[src/rtl/dw_block_sched.sv]
// rtl/dw_block_sched.sv - depthwise block scheduler: walks POYxPOX output tiles per channel
// Optional build macro: DW_SCHED_PERF_EN (busy/stall performance counters).
module dw_block_sched #(
  parameter int POY    = 3,
  parameter int POX    = 16,
  parameter int KSIZE  = 3,
  parameter int STRIDE = 1,
  parameter int HW     = 8,
  parameter int CW     = 10
) (
  input  logic                       clk,
  input  logic                       rst,
  input  logic                       cfg_valid,
  output logic                       cfg_ready,
  input  logic [HW-1:0]              cfg_fm_h,
  input  logic [HW-1:0]              cfg_fm_w,
  input  logic [CW-1:0]              cfg_ch,
  input  logic                       abort,
  output logic                       busy,
  output logic                       done,
  output logic                       cfg_err,
  output logic                       blk_valid,
  input  logic                       blk_ready,
  output logic [HW-1:0]              blk_row,
  output logic [HW-1:0]              blk_col,
  output logic [CW-1:0]              blk_ch,
  output logic [$clog2(POY+1)-1:0]   blk_yvalid,
  output logic [$clog2(POX+1)-1:0]   blk_xvalid,
  input  logic                       stall,
  output logic                       blkend,
  output logic [31:0]                perf_busy_cyc,
  output logic [31:0]                perf_stall_cyc
);

  localparam int YW = $clog2(POY+1);
  localparam int XW = $clog2(POX+1);
  localparam int L  = (POY-1)*STRIDE + KSIZE;
  localparam int BW = $clog2(L+1);

  localparam logic [2:0] S_IDLE   = 3'd0;
  localparam logic [2:0] S_LOAD   = 3'd1;
  localparam logic [2:0] S_ISSUE  = 3'd2;
  localparam logic [2:0] S_STREAM = 3'd3;
  localparam logic [2:0] S_NEXT   = 3'd4;
  localparam logic [2:0] S_DONE   = 3'd5;

  logic [2:0]    state, state_nx;
  logic [HW-1:0] fm_h, fm_w, oh, ow, row, col;
  logic [CW-1:0] ch_num, ch;
  logic [BW-1:0] beat;
  logic [HW-1:0] yrem, xrem;
  logic [HW:0]   col_end, row_end;
  logic          cfg_take, cfg_bad, hshake, beat_last, col_wrap, row_wrap, last_tile;

  assign cfg_take  = (state == S_IDLE) && cfg_valid;
  assign cfg_bad   = (cfg_fm_h < HW'(KSIZE)) || (cfg_fm_w < HW'(KSIZE)) || (cfg_ch == '0);
  assign hshake    = (state == S_ISSUE) && blk_ready && !abort;
  assign beat_last = (state == S_STREAM) && (beat == BW'(L-1)) && !stall;

  // Tile-edge tests are done one bit wider so a tile near 2^HW cannot wrap around.
  assign col_end   = {1'b0, col} + (HW+1)'(POX);
  assign row_end   = {1'b0, row} + (HW+1)'(POY);
  assign col_wrap  = col_end >= {1'b0, ow};
  assign row_wrap  = row_end >= {1'b0, oh};
  assign last_tile = col_wrap && row_wrap && (ch == ch_num - CW'(1));

  assign yrem       = oh - row;
  assign xrem       = ow - col;
  assign blk_yvalid = (yrem < HW'(POY)) ? yrem[YW-1:0] : YW'(POY);
  assign blk_xvalid = (xrem < HW'(POX)) ? xrem[XW-1:0] : XW'(POX);
  assign blk_row    = row;
  assign blk_col    = col;
  assign blk_ch     = ch;

  assign cfg_ready = (state == S_IDLE);
  assign busy      = (state != S_IDLE);
  assign blk_valid = (state == S_ISSUE);
  assign blkend    = beat_last && !abort;
  assign done      = (state == S_DONE) && !abort;

  // Next-state selection; abort from any active state returns to IDLE.
  always_comb begin
    state_nx = state;
    case (state)
      S_IDLE:   if (cfg_valid && !cfg_bad) state_nx = S_LOAD;
      S_LOAD:   state_nx = S_ISSUE;
      S_ISSUE:  if (blk_ready) state_nx = S_STREAM;
      S_STREAM: if (beat_last) state_nx = S_NEXT;
      S_NEXT:   state_nx = last_tile ? S_DONE : S_ISSUE;
      S_DONE:   state_nx = S_IDLE;
      default:  state_nx = S_IDLE;
    endcase
    if (abort && (state != S_IDLE)) state_nx = S_IDLE;
  end

  // State register.
  always_ff @(posedge clk or posedge rst) begin
    if (rst) state <= S_IDLE;
    else     state <= state_nx;
  end

  // Config latch, output-size computation, tile walk and beat counter.
  always_ff @(posedge clk or posedge rst) begin
    if (rst) begin
      fm_h    <= '0;
      fm_w    <= '0;
      ch_num  <= '0;
      oh      <= '0;
      ow      <= '0;
      row     <= '0;
      col     <= '0;
      ch      <= '0;
      beat    <= '0;
      cfg_err <= 1'b0;
    end else begin
      cfg_err <= cfg_take && cfg_bad;
      if (cfg_take) begin
        fm_h   <= cfg_fm_h;
        fm_w   <= cfg_fm_w;
        ch_num <= cfg_ch;
      end
      if (!abort) begin
        case (state)
          S_LOAD: begin
            oh  <= ((fm_h - HW'(KSIZE)) >> (STRIDE-1)) + HW'(1);
            ow  <= ((fm_w - HW'(KSIZE)) >> (STRIDE-1)) + HW'(1);
            row <= '0;
            col <= '0;
            ch  <= '0;
          end
          S_ISSUE:  if (hshake) beat <= '0;
          S_STREAM: if (!stall) beat <= beat + BW'(1);
          S_NEXT: begin
            if (col_wrap) begin
              col <= '0;
              if (row_wrap) begin
                row <= '0;
                ch  <= ch + CW'(1);
              end else begin
                row <= row + HW'(POY);
              end
            end else begin
              col <= col + HW'(POX);
            end
          end
          default: ;
        endcase
      end
    end
  end

`ifdef DW_SCHED_PERF_EN
  logic [31:0] busy_cyc, stall_cyc;

  // Saturating busy/stall cycle counters, cleared when a layer is accepted.
  always_ff @(posedge clk or posedge rst) begin
    if (rst) begin
      busy_cyc  <= '0;
      stall_cyc <= '0;
    end else if (cfg_take && !cfg_bad) begin
      busy_cyc  <= '0;
      stall_cyc <= '0;
    end else begin
      if (busy && (busy_cyc != '1)) busy_cyc <= busy_cyc + 32'd1;
      if ((state == S_STREAM) && stall && (stall_cyc != '1)) stall_cyc <= stall_cyc + 32'd1;
    end
  end

  assign perf_busy_cyc  = busy_cyc;
  assign perf_stall_cyc = stall_cyc;
`else
  assign perf_busy_cyc  = 32'd0;
  assign perf_stall_cyc = 32'd0;
`endif

endmodule

[config.mk]
export PLATFORM = sky130hd
export DESIGN_NAME = dw_block_sched
export DESIGN_NICKNAME = d
export VERILOG_FILES = /design/src/rtl/dw_block_sched.sv
export SDC_FILE = /design/constraint.sdc
export NUM_CORES = 1
export LEC_CHECK = 0
export BUFFER_PORTS_ARGS = -buffer_cell sky130_fd_sc_hd__buf_2
export CORE_MARGIN = 1
export CORE_UTILIZATION = 54
export CTS_CLUSTER_DIAMETER = 150
export CTS_CLUSTER_SIZE = 40
export DETAILED_ROUTE_END_ITERATION = 8
export GPL_TIMING_DRIVEN = 0
export PLACE_DENSITY = 0.93
export SLEW_MARGIN = 20
export SYNTH_ARGS = -nofsm -noshare
export SYNTH_HDL_FRONTEND = slang
export SYNTH_SLANG_ARGS = --single-unit
export TNS_END_PERCENT = 10
[constraint.sdc]
create_clock -name clk -period 3.6 [get_ports clk]
set_input_delay 0.54 -clock clk [delete_from_list [all_inputs] [get_ports clk]]
set_output_delay 0.54 -clock clk [all_outputs]
set_load 0.02 [all_outputs]
Word-level counts from Yosys, hierarchy flattened
Cells that the tools add are included.

storage, ports and cells
  bits in registers = 75
  bits of input ports = 32
  output and inout bits = 103

cells by class
  add/subtract/negate cells = 13
  $lt $le $gt $ge = 6
  equality and inequality tests = 14
  multiplexer cells = 19
  bitwise gates (word level) = 1
  reduce and logical (&&, ||, !) cells = 28

operators by type and width
  operator               count
  $pmux 8 s2             2
  $lt 8x2->1 const B     3
  $mux 8                 3
  $mux 3                 7
  $mux 10                2
  $pmux 10 s2            1
  $ge 9x8->1             2
  $add 8x1->8 const B    2
  $sub 8x2->8 const B    2
  $sub 8x8->8            2
  $pmux 3 s5             1
  $logic_and 1x1->1      12
  $add 10x1->10 const B  1
  $eq 10x10->1           1
  $logic_not 10->1       1
  $sub 10x1->10 const B  1
  $add 8x2->9 const B    1
  $add 8x5->9 const B    1
  $eq 3x3->1 const B     3
  $add 8x2->8 const B    1
  $add 8x5->8 const B    1
  $lt 8x5->1 const B     1
  $reduce_and 4->1       2
  $eq 3x2->1 const B     2
  other kinds (17)       26

Longest topological paths before layout
Gate-level depths: netlist (run 1).

  depth after elaboration = 8
  depth in mapped cells = 14
  depth with buffers taken out = 13

Worst setup path before layout (run 1)
Ideal clock, no wire load.

  path kind = flip-flop to flip-flop
  start = reg row[1], in the netlist blk_row[1]
  end = reg ch[0], in the netlist blk_ch[0]
  setup time = 0.125 ns
  data arrival time = 3.124 ns
  slack = 0.351 ns
  stages on the path, launching flop included = 14
  buffers on the path = 0
  path through = dfrtp_1 > inv_1 > ha_1 > and3b_1 > and2_1 > nand2_1 > xnor2_1 > ha_1 > a21oi_1 > nand2_1 > a221oi_2 > and2_1 > a21o_1 > mux2_2

between the ends
  cells in the longest elaborated chain, start to end = 4

ends and longest elaborated chain
  element                     RTL line  source
  start: declaration          48        logic [HW-1:0] fm_h, fm_w, oh, ow, row, col;
  start signal: assignment    140       row <= row + HW'(POY);
  $add 8x2->9                 62        assign row_end = {1'b0, row} + (HW+1)'(POY);
  $ge 9x8->1                  64        assign row_wrap = row_end >= {1'b0, oh};
  $ne 2x2->1 (no line)        -
  $reduce_and 4->1 (no line)  -
  end signal: assignment      138       ch <= ch + CW'(1);
  end: declaration            49        logic [CW-1:0] ch_num, ch;

No other way between the ends.
A chain may end at the register's enable or synchronous reset.

Final worst setup path (run 1)
  start = reg row[1], in the netlist blk_row[1]
  end = reg state[1]

between the ends
  cells in the longest elaborated chain, start to end = 7

ends and longest elaborated chain
  element                          RTL line  source
  $add 8x2->9                      62
  $ge 9x8->1                       64
  $logic_and 1x1->1 (2 in series)  65        assign last_tile = col_wrap && row_wrap && (ch == ch_num - CW'(1));
  $mux 3                           89        S_NEXT: state_nx = last_tile ? S_DONE : S_ISSUE;
  $pmux 3 s5                       84        case (state)
  $mux 3                           93        if (abort && (state != S_IDLE)) state_nx = S_IDLE;
  end signal: assignment           99        else state <= state_nx;
  end: declaration                 47        logic [2:0] state, state_nx;

No other way between the ends.

==> impl_metrics.toml, run 1 <==
[die]
dieArea_um2 = 9780
core-area_um2 = 8890
initial_core_util = 0.570
rows = 34
die_w_um = 98.9
io_pins = 135
die_h_um = 98.9

[layout]
num-fill-cells = 675
area_growth_pct = 19.9
drive_gt1_frac = 0.264
fin_nets = 780
fin_cells = 828
utilization = 0.683
num_antenna_cells = 0

[synth]
synth_warnings = 0
synth_top_cell_by_area = "dfrtp_1"
ys_ff_latch = 71
synthTopCellsByCount = "71 x dfrtp_1, 69 x buf_4, 54 x nand2_1"
async_flop_share = 1.00
synth.most_common_cell = "dfrtp_1"
synth_seq_area_share = 0.351
synthCells = 566
synth_top_area_share = 0.351
ys_types = 61
synth_edf_count = 0
synthTopCellsByArea = "dfrtp_1 35%, buf_4 10%, ha_1 7.9%, mux2_2 4.7%, nand2_1 4.0%"
synth_ff_type = "dfrtp_1"
synth_area_um2 = 5070
synth.avg_cell_area_um2 = 8.95

[timing]
period_share = 0.959
setup_viol = 0
min_period_ns = 3.45
clock.fmax_mhz = 290
maxSlewHeadroom = 0.328
tightest_slew_ns = 1.00
fin_skew_ns = 0.0101
finalMaxSlewViolations = 0
finalHoldViolCount = 0
setup_tns_ns = 0
layout_setup_ws_ns = 0.147

[routing]
drtIter0Drc = 357
avgRoutedWirePerCell_um = 15.1
ant_nets = 0
routed_wl_mm = 12.5
drc = 0
firstDrtPassIters = 5
vias_per_cell = 5.50
vias = 4551

[global_route]
grt_remaining_overflow = 0
grt_use_total = 0.262
grt_pass1_vias = 4382
grt_pass1_wl_mm = 20.4
antenna_found_initial = 0
grt_max_degree = 61

[place]
place_ws_ns = 0.0570
dp.cells = 809
io_buffers = 66
place_congestion = 0.864
hpwl_mm = 9.33

[clock_tree]
postCtsHoldBufs = 0
clk_pin_slew_worst_paths_ns = 0.08
cts_tree = "yes"
h-tree-depth = 3
clock_sinks = 71
cts_root_buffer = "clkbuf_8"
cts_max_path_buffers = 2
clock_latency_ns = 0.36
cts_buffers = 9

[critical_path]
start_kind = "flip-flop"
path_max_fanout = 10
rr_startpoint = "blk_row[1]"
r2r_slack_ns = 0.15
crit_start = "blk_row[1]"
critPathRequiredTime_ns = 3.85
cp.arrival_ns = 3.71
r2r_cells = 14
end_kind = "flip-flop"
worstSetupPathType = "flip-flop to flip-flop"
timing.rr.end = "state[1]"

[outcome]
status = "finished clean"

[power]
max-vdd-ir-drop_mv = 0.419
p_leak_nw = 3.06
power.density_nw_per_um2 = 558

[hold_path]
hp-class = "input pin to async pin"

[run]
cap_violations = 0
worst max-delay path: stages, from the launching register on:
cell      delay, ns
dfrtp_1        0.43
inv_1          0.12
ha_1           0.25
and3b_1        0.26
and2_1         0.21
nand2_1        0.12
xnor2_1        0.21
ha_1           0.30
a21oi_1        0.18
nand2_1        0.11
a221oi_4       0.36
and2_1         0.26
clkbuf_4       0.23
nor2_1         0.06
a211oi_1       0.26
layout make-up:
class                   instances  area [um^2]  area share
flip-flops and latches         71         1780       0.293
well taps                     108          135      0.0222
clock inverters                 6         85.1      0.0140
multi-input cells             430         2790       0.459
repair buffers                 70          380      0.0626
inverters                      50          190      0.0313
plain buffers                  83          591      0.0972
clock buffers                  10          128      0.0210
power breakdown:
group	total [mW]	switching (mW)	internal [mW]
Clock	0.705	0.317	0.388
Sequential	1.25	0.234	1.01
Combinational	1.44	0.829	0.613
sequential cells by signal, indices dropped and copies added, names as in the netlist:
signal / flops
ow: 8
oh: 8
beat: 3
blk_ch: 10
cfg_err: 1
ch_num: 10
fm_w: 8
blk_row: 8
blk_col: 4
state: 3
fm_h: 8
logic make-up after synthesis:
logic type / Yosys count / share of synthesized area
and+or+nand+nor: 161 / 0.159
buffers and inverters: 133 / 0.153
AOI/OAI and AO/OA: 108 / 0.141
DFF: 71 / 0.351
adders and majority gates: 33 / 0.0830
xor gates and xnor gates: 33 / 0.0570
muxes: 25 / 0.0546
other: 2 / 0.00148
cell usage in the layout (no fill, tap or decap), drive strengths merged, types with 3 or more instances in the layout:
| master | synthesis | layout |
|---|---|---|
| dfrtp | 71 | 71 |
| xnor2 | 19 | 19 |
| or4 | 3 | 3 |
| nor4 | 5 | 5 |
| xor2 | 14 | 14 |
| clkbuf | 10 | 21 |
| mux2i | 4 | 4 |
| and2 | 7 | 7 |
| a31oi | 9 | 9 |
| a32o | 3 | 3 |
| nor3 | 15 | 15 |
| or3 | 8 | 8 |
| conb | 2 | 70 |
| ha | 32 | 32 |
| or2 | 3 | 3 |
| mux2 | 21 | 21 |
| nand2b | 7 | 7 |
| nand2 | 54 | 54 |
| and3 | 5 | 5 |
| nand3 | 10 | 10 |
| buf | 73 | 142 |
| o21ai | 40 | 40 |
| inv | 50 | 50 |
| a2111oi | 3 | 3 |
| a21o | 6 | 6 |
| nand4 | 6 | 6 |
| nor2 | 27 | 27 |
| a211oi | 6 | 6 |
| a21oi | 16 | 16 |
| o31ai | 6 | 6 |
layer usage:
metal,GRT usage,vias to the layer above,part of all wire
li1,-,2125,-
met1,0.297,2112,0.39
met2,0.468,266,0.50
met3,0.0475,48,0.075
met4,0.141,0,0.032
met5,0,-,0
worst max-delay path by stage:
| stage | cells after the start | endpoint | slack [ns] |
|---|---|---|---|
| floorplan | 13 | blk_ch[0] | 0.35 |
| global placement | 13 | blk_ch[0] | 0.24 |
| detailed placement | 14 | state[1] | 0.06 |
| CTS | 14 | state[1] | 0.04 |
| global route | 14 | state[1] | -0.02 |
| finish | 14 | state[1] | 0.15 |
per-stage QoR:
stage	hold slack [ns]	power, mW	cell area, um^2
floorplan	0.435	2.27	5320
global route	0.0978	3.61	6070
global placement	0.468	2.52	5790
CTS	0.0910	3.35	6030
detailed placement	0.467	2.64	5820
finish	0.0829	3.39	6070
repair_timing:
item,in CTS,in global routing
gates resized for setup,0,4
setup buffers,0,3
endpoints found under the setup margin,0,15
endpoints found under the hold margin,0,0
(Power assumes the default switching activity.)
==> run 2: changes to the inputs <==
clock period = 3.2 ns   (was 3.6 ns; I/O delays follow)
==> impl_metrics.toml, run 2 (synthesis results as in run 1) <==
[outcome]
status = "finished clean"

[layout]
area_growth_pct = 21.8
drive_gt1_frac = 0.289
final_cell_area_um2 = 6170
num_antenna_cells = 0
final_common_cell = "buf_4"
final_cell_mix = "77 x buf_4, 70 x conb_1, 69 x dfrtp_1"
utilization = 0.694
fin_nets = 783

[routing]
drtIter0Drc = 303
drc = 0
routed_wl_mm = 12.8
vias = 4548
avgRoutedWirePerCell_um = 15.4
firstDrtPassIters = 5
ant_nets = 0
vias_per_cell = 5.47

[die]
die_w_um = 98.9
io_pins = 135
rows = 34
die_h_um = 98.9
dieArea_um2 = 9780
core-area_um2 = 8890
initial_core_util = 0.570

[global_route]
grt_pass1_wl_mm = 20.4
grt_max_degree = 45
grt_remaining_overflow = 0
grt_pass1_vias = 4306
grt_use_total = 0.264
antenna_found_initial = 0

[critical_path]
crit_start = "blk_row[0]"
end_kind = "flip-flop"
worstSetupPathType = "flip-flop to flip-flop"
endpoint = "blk_ch[0]"
rr_startpoint = "blk_row[0]"
cp.arrival_ns = 3.44
start_kind = "flip-flop"
r2r_slack_ns = 0.02
critPathRequiredTime_ns = 3.45
path_max_fanout = 4
timing.rr.end = "blk_ch[0]"
r2r_cells = 13

[place]
hpwl_mm = 9.44
io_buffers = 66
place_area_um2 = 5820
place_congestion = 0.872

[clock_tree]
clock_sinks = 71
cts_max_path_buffers = 2
clk_pin_slew_worst_paths_ns = 0.09
cts_buffers = 9
cts_tree = "yes"
cts_root_buffer = "clkbuf_8"
h-tree-depth = 3
clock_latency_ns = 0.36
postCtsHoldBufs = 0

[timing]
tightest_slew_ns = 1.14
finalMaxSlewViolations = 0
finalHoldViolCount = 0
period_share = 0.994
rsz0062_at_grt = "true"
maxSlewHeadroom = 0.237
setup_viol = 0
clock.fmax_mhz = 314
min_period_ns = 3.18
fin_skew_ns = 0.00811

[power]
p_leak_nw = 3.09
p_total_mw = 3.91
max-vdd-ir-drop_mv = 0.477
power.density_nw_per_um2 = 634

[run]
cap_violations = 0

[hold_path]
hp-class = "input pin to async pin"
==> run 2: changes by cell type in the layout (fill, tap and decap cells not counted), sizes merged <==
cell,delta
clkbuf,-2
clkinv,-1
inv,+1
buf,+5
==> run 2: metal layers <==
metal  GRT usage  vias to the layer above  wire length (um)
li1            -                     2136                 -
met1       0.301                     2115              4920
met3      0.0525                       47               978
met4       0.121                        0               396
met2       0.476                      250              6520
met5           0                        -                 0
==> run 2: critical path, cell delays in order, from the launching register on <==
cell	delay, ns
dfrtp_2	0.40
inv_1	0.08
ha_4	0.18
and3b_2	0.24
and2_4	0.17
nand2_2	0.08
xnor2_1	0.15
ha_1	0.35
a21oi_1	0.23
nand2_1	0.14
a221oi_4	0.31
and2_2	0.24
a21o_1	0.17
mux2_2	0.34
==> run 2: how the worst min path moves through the flow <==
stage / start / to / slack, ns
2_1_floorplan: fm_w[0] / ow[0] / 0.43
3_3_place_gp: fm_h[0] / oh[0] / 0.46
3_5_place_dp: ow[0] / ow[0] / 0.47
4_1_cts: rst / fm_w[4] / 0.11
5_1_grt: rst / fm_w[4] / 0.12
6_report: rst / fm_w[4] / 0.09
==> run 2: where the power goes <==
part | switching [mW] | internal (mW) | total, mW
clock | 0.379 | 0.443 | 0.822
combinational | 0.986 | 0.703 | 1.69
sequential | 0.265 | 1.14 | 1.40
total | 1.63 | 2.28 | 3.91
==> run 2: what timing repair did <==
item | 4_1_cts | 5_1_grt
buffers inserted | 4 | 3
pin swaps | 2 | 5
gates resized for setup | 4 | 16
setup endpoints to repair | 14 | 17
==> run 2: metrics by stage <==
stage	hold slack (ns)	setup TNS [ns]	std cells	setup slack, ns
2_1_floorplan	0.435	0	634	0.0477
3_3_place_gp	0.461	-0.0928	808	-0.0391
3_5_place_dp	0.474	-1.31	809	-0.186
4_1_cts	0.107	0	829	0.0248
5_1_grt	0.122	-0.761	831	-0.118
6_report	0.0944	0	831	0.0178
==> run 2: layout make-up <==
| cell class | count | area [um^2] |
|---|---|---|
| timing repair buffer | 74 | 403 |
| buffer | 82 | 587 |
| multi-input combinational | 430 | 2860 |
| tap | 108 | 135 |
| clock inverter | 6 | 92.6 |
| fill | 671 | 2720 |
| clock buffer | 10 | 128 |
| sequential | 71 | 1780 |
| inverter | 50 | 190 |
